===== src/rtl/regfile_scoreboard.sv =====
// regfile_scoreboard: XLEN x NREG register file with a per-register pending-write (busy) scoreboard.
// Latency: reads and busy status are combinational (optional same-cycle write forwarding); writes/issues commit at CLK rise.
// Backpressure: ready is low for NREG cycles after reset while the array is swept to zero; we/issue_valid are ignored then.
// Ports: CLK, reset (synchronous, active-high)
//        a1/a2 -> do1/do2, busy1/busy2 : two combinational read ports with pending status
//        we/ad/di                      : writeback port, clears the pending bit of ad
//        issue_valid/issue_rd          : marks destination issue_rd pending
//        ready                         : block is in RUN and accepts writes and issues
module regfile_scoreboard #(
   parameter int XLEN   = 32,
   parameter int NREG   = 32,
   parameter int AW     = 5,
   parameter int BYPASS = 1
) (
   input  logic            CLK,
   input  logic            reset,
   input  logic [AW-1:0]   a1,
   input  logic [AW-1:0]   a2,
   output logic [XLEN-1:0] do1,
   output logic [XLEN-1:0] do2,
   output logic            busy1,
   output logic            busy2,
   input  logic            we,
   input  logic [AW-1:0]   ad,
   input  logic [XLEN-1:0] di,
   input  logic            issue_valid,
   input  logic [AW-1:0]   issue_rd,
   output logic            ready
);

   localparam bit          FWD  = (BYPASS != 0);
   localparam bit          FULL = (NREG >= (1 << AW));
   localparam logic [AW-1:0] LAST = AW'(NREG - 1);

   typedef enum logic {
      CLEAR = 1'b0,
      RUN   = 1'b1
   } state_t;

   state_t          state;
   logic [AW-1:0]   clr_ptr;
   logic [NREG-1:0] busy;

   // Storage has no reset so it can map onto a RAM; the CLEAR sweep zeroes it.
   logic [XLEN-1:0] regs [NREG];

   // Address range qualifiers. When NREG fills the whole address space every
   // address is in range and the compare is dropped.
   logic a1_ok, a2_ok, ad_ok, rd_ok;

   if (FULL) begin : g_full
      assign a1_ok = 1'b1;
      assign a2_ok = 1'b1;
      assign ad_ok = 1'b1;
      assign rd_ok = 1'b1;
   end else begin : g_part
      localparam logic [AW:0] NREG_W = (AW+1)'(NREG);
      assign a1_ok = ({1'b0, a1}       < NREG_W);
      assign a2_ok = ({1'b0, a2}       < NREG_W);
      assign ad_ok = ({1'b0, ad}       < NREG_W);
      assign rd_ok = ({1'b0, issue_rd} < NREG_W);
   end

   // Qualified writeback and issue. Reset overrides both, including the
   // forwarding path, so nothing leaks through during the reset cycle.
   logic wr_hit, iss_hit;

   assign wr_hit  = ready && !reset && we          && (ad != '0)       && ad_ok;
   assign iss_hit = ready && !reset && issue_valid && (issue_rd != '0) && rd_ok;

   // Single RAM write port shared by the clear sweep and the writeback.
   logic            ram_we;
   logic [AW-1:0]   ram_wa;
   logic [XLEN-1:0] ram_wd;

   assign ram_we = !reset && ((state == CLEAR) || wr_hit);
   assign ram_wa = (state == CLEAR) ? clr_ptr : ad;
   assign ram_wd = (state == CLEAR) ? '0      : di;

   always_ff @(posedge CLK) begin
      if (ram_we) begin
         regs[ram_wa] <= ram_wd;
      end
   end

   // Control FSM, clear pointer, ready and the busy vector.
   always_ff @(posedge CLK) begin
      if (reset) begin
         state   <= CLEAR;
         clr_ptr <= '0;
         ready   <= 1'b0;
         busy    <= '0;
      end else begin
         case (state)
            CLEAR: begin
               clr_ptr <= clr_ptr + 1'b1;
               if (clr_ptr == LAST) begin
                  state <= RUN;
                  ready <= 1'b1;
               end
            end
            RUN: begin
               // The issue is younger than the retiring write, so its set
               // is placed last and wins on a same-register collision.
               if (wr_hit) begin
                  busy[ad] <= 1'b0;
               end
               if (iss_hit) begin
                  busy[issue_rd] <= 1'b1;
               end
            end
            default: begin
               state <= CLEAR;
               ready <= 1'b0;
            end
         endcase
      end
   end

   // Read ports. Forwarding also hides the busy bit of a register whose
   // pending write is landing this cycle.
   logic fwd1, fwd2;

   assign fwd1 = FWD && wr_hit && (ad == a1);
   assign fwd2 = FWD && wr_hit && (ad == a2);

   assign do1 = (!ready || !a1_ok || (a1 == '0)) ? '0 :
                fwd1                             ? di : regs[a1];
   assign do2 = (!ready || !a2_ok || (a2 == '0)) ? '0 :
                fwd2                             ? di : regs[a2];

   assign busy1 = ready && a1_ok && busy[a1] && !fwd1;
   assign busy2 = ready && a2_ok && busy[a2] && !fwd2;

endmodule


===== config.mk =====
export PLATFORM = sky130hd
export DESIGN_NAME = regfile_scoreboard
export DESIGN_NICKNAME = d
export VERILOG_FILES = /design/src/rtl/regfile_scoreboard.sv
export SDC_FILE = /design/constraint.sdc
export NUM_CORES = 1
export LEC_CHECK = 0
export BUFFER_PORTS_ARGS = -buffer_cell sky130_fd_sc_hd__buf_2
export CAP_MARGIN = 20
export CORE_UTILIZATION = 40
export CTS_BUF_LIST = sky130_fd_sc_hd__clkbuf_16
export DETAILED_ROUTE_END_ITERATION = 16
export GPL_TIMING_DRIVEN = 0
export PLACE_DENSITY = 0.53
export SLEW_MARGIN = 20
export SYNTH_ARGS = -nofsm -noshare
export SYNTH_HDL_FRONTEND = slang
export SYNTH_SLANG_ARGS = --single-unit

===== constraint.sdc =====
create_clock -name CLK -period 3.79 [get_ports CLK]
set_clock_uncertainty 0.2 [all_clocks]
set_input_delay 0.5685 -clock CLK [delete_from_list [all_inputs] [get_ports CLK]]
set_output_delay 0.5685 -clock CLK [all_outputs]
set_load 0.02 [all_outputs]

* Yosys cells after proc, flatten, opt, wreduce, memory -nomap -nowiden *
Memories as Yosys holds them, arrays and structs flattened.
Cells that the tools add are included.

storage, ports and cells
  register bits after elaboration = 39
  memory bits (writable) = 1024
  bits of input ports = 56
  output and inout bits = 67
  word-level logic and storage cells = 67
  memories = 1

memories
  memory  words  width  read ports  clocked after memory_dff  write ports  RTL line  text
  regs    32     32     2           0                         1            45        logic [XLEN-1:0] regs [NREG];

cells by class
  $add $sub $neg = 1
  order comparisons = 6
  equal/unequal tests = 3
  multiplexer cells = 22
  bitwise gates (word level) = 4
  reduce and logical (&&, ||, !) cells = 26

operator list
  cell                                                                number
  2-to-1 mux 32 bit                                                   9
  bitwise AND 32 bit                                                  1
  NOT 32 bit                                                          1
  OR 32 bit                                                           1
  less-than comparator 5 x 6 -> 1 bit (second input constant)         4
  logical AND 1 bit                                                   14
  binary-select mux 1 bit (select 5 bit)                              2
  demux 1 bit (select 5 bit)                                          2
  equality test 5 bit                                                 2
  greater-or-equal comparator 5 x 1 -> 1 bit (second input constant)  2
  logical NOT 5 bit                                                   2
  nonzero test 5 bit                                                  2
  2-to-1 mux 1 bit                                                    8
  adder 5 x 1 -> 5 bit (second input constant)                        1
  equality test 5 bit (second input constant)                         1
  2-to-1 mux 5 bit                                                    1
  logical NOT 1 bit                                                   4
  logical OR 1 bit                                                    3
  AND reduction 2 bit                                                 1
  NOT 1 bit                                                           1

* Longest topological paths before layout *
  depth after elaboration = 11
  mapped depth = 9
  gate-level depth less buffers = 5

* Worst setup path before layout *
No wires, ideal clock.

  kind = input-to-reg
  start = input ad[0]
  end = memory regs[0][0], enable pin
  library setup time = 0.421 ns
  arrival time = 2.952 ns
  required time = 3.169 ns
  slack = 0.217 ns
  stages = 7
  path buffers = 2
  cells stage by stage = buf_2 or2_1 buf_2 o41ai_4 o31ai_1 nand2_1 nor2_1

between the ends
  word-level cells in the longest chain between the ends = 6
  elaborated cells on any way between the ends = 7
  those cells by class = mux (3); reduce/logical (4)

ends and longest elaborated chain
  what                                    RTL line  text
  from (decl)                             24        input logic [AW-1:0] ad,
  nonzero test 5 bit                      68        assign wr_hit = ready && !reset && we && (ad != '0) && ad_ok;
  logical AND 1 bit                       68
  logical OR 1 bit                        76        assign ram_we = !reset && ((state == CLEAR) || wr_hit);
  logical AND 1 bit                       76
  2-to-1 mux 1 bit                        81        if (ram_we) begin
  2-to-1 mux 1 bit (implied by the code)  82        regs[ram_wa] <= ram_wd;
  to (decl)                               45

Parallel ways exist; a longest one is shown, timed or not.

* Worst setup path in the final report *
  start = input a2[0]
  end = output do2[31]

between the ends
  word-level cells in the longest chain between the ends = 4
  elaborated cells on any way between the ends = 7
  those cells by class = eq/ne (1); mux (2); reduce/logical (3); memory (1)

ends and longest elaborated chain
  what                                                                               RTL line  text
  from (decl)                                                                        18        input logic [AW-1:0] a2,
  parallel branches: the longest is 3 deep, another holds memory read (32 x 32 bit)  n/a
  2-to-1 mux 32 bit (*)                                                              129       assign do2 = (!ready || !a2_ok || (a2 == '0)) ? '0 :
  to (decl)                                                                          20        output logic [XLEN-1:0] do2,

Mark *: on every way between the ends.

==> results_tabular.tex <==
\begin{tabular}{lr}
\hline
Metric & Value \\
\hline
\multicolumn{2}{l}{\textbf{Power and ir drop}} \\
Leakage component of the power & $\sim$20 nW \\
Worst voltage drop across the vdd grid & between 0.4 and 0.5 mV \\
Ratio of total power to cell area & between 400 and 500 nW/um2 \\
\multicolumn{2}{l}{\textbf{Synthesis}} \\
Cell accounting for the most synthesized area & sky130\_fd\_sc\_hd\_\_edfxtp\_1 \\
Fraction of registers with async set or reset after synthesis & 0\% \\
Area of the mapped netlist & 50,200 um2 \\
Yosys synthesis warning count & 0 \\
Flip-flop cell with the highest count after synthesis & sky130\_fd\_sc\_hd\_\_edfxtp\_1 \\
Cell types with the largest area share after synthesis & sky130\_fd\_sc\_hd\_\_edfxtp\_1, sky130\_fd\_sc\_hd\_\_mux4\_2, sky130\_fd\_sc\_hd\_\_mux2i\_1, sky130\_fd\_sc\_hd\_\_a22oi\_1, sky130\_fd\_sc\_hd\_\_a221oi\_1 \\
Most instantiated library cell after synthesis & sky130\_fd\_sc\_hd\_\_edfxtp\_1 \\
Share of the synthesized area in the top cell type & between 60\% and 70\% \\
Avg Cell Area, Syn & approximately 18 um2 \\
Gate count after technology mapping & 2,845 \\
Syn Nets & around 2,900 \\
Post-synthesis sequential area ratio & 62.8\% \\
Number of synthesized register bits & between 1,000 and 1,500 \\
Number of distinct library cells after synthesis & 48 \\
Post-synth EDFFs & 1,024 \\
Commonest cells post-synth & sky130\_fd\_sc\_hd\_\_edfxtp\_1, sky130\_fd\_sc\_hd\_\_mux4\_2, sky130\_fd\_sc\_hd\_\_mux2i\_1, sky130\_fd\_sc\_hd\_\_a22oi\_1, sky130\_fd\_sc\_hd\_\_clkbuf\_1 \\
\multicolumn{2}{l}{\textbf{Place}} \\
Port bufs & approximately 110 \\
DP Wirelength & about 130 mm \\
Placed instance area & 54,200 um2 \\
Final GP Congestion & roughly 0.96 \\
\# placed instances & $\sim$4,600 \\
\multicolumn{2}{l}{\textbf{Worst setup path}} \\
Critical path launch point & a2[0] \\
Largest fanout of any net on the critical path & 10 \\
Number of cells traversed by the worst register-to-register path & 6 \\
Worst path arrival time & approximately 3.2 ns \\
Timing endpoint of the critical path & do2[31] \\
Capturing point of the worst reg2reg path & regs[21][12] \\
WS Path Type & in2out \\
CP endpoint kind & output pin \\
Reg2Reg Launch Point & state \\
Required time of the critical path & 3.02 ns \\
R2R Setup Slk & 0.11 ns \\
Critical path startpoint category & primary input \\
\multicolumn{2}{l}{\textbf{Run status}} \\
Violated checks & DRC, setup timing \\
Result of the run & complete, but fails checks \\
\multicolumn{2}{l}{\textbf{STA}} \\
Max-slew violation count & 0 \\
Final setup violation count & 23 \\
Transition time at the pin with the least slew margin & a little over 1 ns \\
Max frequency & 255 MHz \\
Clock period minus worst slack & 3.92 ns \\
Setup repair after global routing missed its margin & yes \\
Setup slack of the critical path after layout & -0.130 ns \\
Max-slew headroom at the worst pin & between 30\% and 40\% \\
Final period utilization & 103\% \\
Final-report hold violation count & 0 \\
Total Neg Setup Slack & -0.604 ns \\
Tightest hold margin & approximately 0.071 ns \\
\multicolumn{2}{l}{\textbf{Route}} \\
Detailed Route WL & 179 mm \\
First-pass DRT Iterations & 12 \\
Average wire per cell in the routed design & 36.7 um \\
Antenna violation net count after detailed routing & 0 \\
Number of vias after detailed routing & between 30,000 and 40,000 \\
Total DRC errors in the routed layout & 4 \\
Number of design-rule violations left by the first detailed-router iteration & between 4,000 and 5,000 \\
Detailed-route vias per instance & between 6 and 7 \\
\multicolumn{2}{l}{\textbf{Floorplanning}} \\
\# IOs & roughly 120 \\
Core area & 124,000 um2 \\
Initial Util & approximately two fifths \\
Area of the die & roughly 130,000 um2 \\
Overall die height & between 300 and 400 um \\
Floorplan die width & roughly 360 um \\
Standard-cell rows & approximately 130 \\
\multicolumn{2}{l}{\textbf{Layout}} \\
Post-route standard cell area excluding fillers & 60,300 um2 \\
Register Area & approximately 32,000 um2 \\
Number of inserted filler cells in the final layout & a little over 10,000 \\
Number of nets in the finished design & about 3,200 \\
Area occupied by multi-input gates & just under 20,000 um2 \\
Final cell count without fillers & slightly below 5,000 \\
Area growth from synthesis to layout & 20.1\% \\
Share of layout cells above drive strength 1 & between 30\% and 40\% \\
\multicolumn{2}{l}{\textbf{GRT}} \\
Global-route wire length before repair & between 200 and 250 mm \\
Antenna violations before repair & 7 \\
Number of global-route vias before repair & between 30,000 and 40,000 \\
All-Layer GR Usage & around 28\% \\
Total overflow reported by the global router & 0 \\
Maximum number of pins on one net before global-route repair & 33 \\
\multicolumn{2}{l}{\textbf{Worst hold path}} \\
Hold crit path type & in2reg \\
\multicolumn{2}{l}{\textbf{Clocking}} \\
CTS tree & yes \\
CTS Buf Count & $\sim$110 \\
Clock insertion delay at the later pin of the skew report & $\sim$0.72 ns \\
Count of clock tree sinks & 1,063 \\
Maximum count of clock buffers along a single path & 3 \\
H-tree lvl count & 3 \\
Library cell used as clock root buffer & sky130\_fd\_sc\_hd\_\_clkbuf\_16 \\
Clock transition at the register clock pins on the worst setup and hold paths after CTS & 0.06 ns \\
\multicolumn{2}{l}{\textbf{Flow run}} \\
Count of maximum capacitance violations & 0 \\
\hline
\end{tabular}
## how the worst min path moves through the flow
stage	start	to	slack, ns	cells after the start
final	issue_rd[3]	busy[6]	0.07	4
after global placement	busy[0]	busy[0]	0.27	1
after global routing	issue_rd[0]	busy[4]	0.07	4
after CTS	issue_rd[0]	busy[4]	0.02	4
after floorplan	busy[0]	busy[0]	0.25	1
after detailed placement	clr_ptr[0]	clr_ptr[0]	0.29	2
## placed cells by master, fill, tap and decap left out, types with 34 or more instances in the layout
master / instances
sky130_fd_sc_hd__a211o_1: 53
sky130_fd_sc_hd__a21oi_1: 55
sky130_fd_sc_hd__a221oi_2: 91
sky130_fd_sc_hd__a22oi_1: 191
sky130_fd_sc_hd__buf_2: 133
sky130_fd_sc_hd__buf_4: 73
sky130_fd_sc_hd__clkbuf_16: 116
sky130_fd_sc_hd__clkbuf_2: 47
sky130_fd_sc_hd__clkbuf_4: 48
sky130_fd_sc_hd__dfxtp_1: 39
sky130_fd_sc_hd__edfxtp_1: 1024
sky130_fd_sc_hd__inv_1: 40
sky130_fd_sc_hd__mux2i_1: 267
sky130_fd_sc_hd__mux4_2: 398
sky130_fd_sc_hd__nand2_1: 51
sky130_fd_sc_hd__nor2_4: 34
sky130_fd_sc_hd__o21bai_1: 64
## metrics by stage
stage               power [mW]  utilization, %  worst slack (ns)
floorplan                 14.2               -             0.217
global placement          14.9            42.6             -2.23
detailed placement        15.0            43.7             -1.44
CTS                       25.5            48.1           -0.0662
global route              26.0            48.6           -0.0867
finish                    25.5            48.6            -0.130
## worst max-delay path, stage by stage
cell                       delay [ns]
sky130_fd_sc_hd__buf_4           0.22
sky130_fd_sc_hd__buf_4           0.37
sky130_fd_sc_hd__buf_4           0.35
sky130_fd_sc_hd__mux2i_1         0.15
sky130_fd_sc_hd__a221oi_2        0.58
sky130_fd_sc_hd__a22oi_1         0.20
sky130_fd_sc_hd__a21oi_1         0.21
sky130_fd_sc_hd__a211o_1         0.26
sky130_fd_sc_hd__buf_2           0.22
## cell families (layout without fill, tap and decap cells)
kind of cell,Yosys count,in the layout,synth area share [%]
DFF,1063,1063,62.8
muxes,667,667,23.2
AOI/OAI and AO/OA,662,662,9.81
buffers and inverters,244,627,2.00
and+or+nand+nor,195,195,1.88
xor gates and xnor gates,12,12,0.209
adders and majority gates,2,2,0.0498
other,0,3,0
## sequential cells by signal, indices dropped and copies added (netlist names)
register and cells:
regs 1024, busy 32, clr_ptr 5, ready 1
state 1
## what timing repair did
action                                 in CTS  in global routing
endpoints found under the hold margin       1                  0
setup endpoints to repair                  90                 62
pin swaps                                  19                 12
cloned                                      0                  0
hold buffers                                2                  0
gates resized for setup                   551                153
buffers inserted                           14                  1
## routing by layer
metal / routed length (um) / global-route usage [%] / share of wire (%)
met2: 86900 / 45.6 / 49
met5: 23 / 0 / 0.013
met4: 5720 / 9.81 / 3.2
met3: 15900 / 5.08 / 8.9
met1: 70300 / 37.7 / 39
## final cells by class
class,instances,area share [%]
buffer,237,2.84
multi-input combinational,1538,32.7
timing repair buffer,181,3.05
sequential,1063,52.3
tap,1637,3.40
inverter,5,0.0394
antenna,3,0.0124
clock buffer,116,4.81
clock inverter,88,0.853
## power by group
group / internal, mW / total, mW / switching, mW
Sequential: 12.8 / 12.8 / 0.0322
Clock: 5.81 / 10.5 / 4.64
Combinational: 0.854 / 2.20 / 1.35
Total: 19.4 / 25.5 / 6.02
No activity file was read; power rests on OpenSTA's default activity.
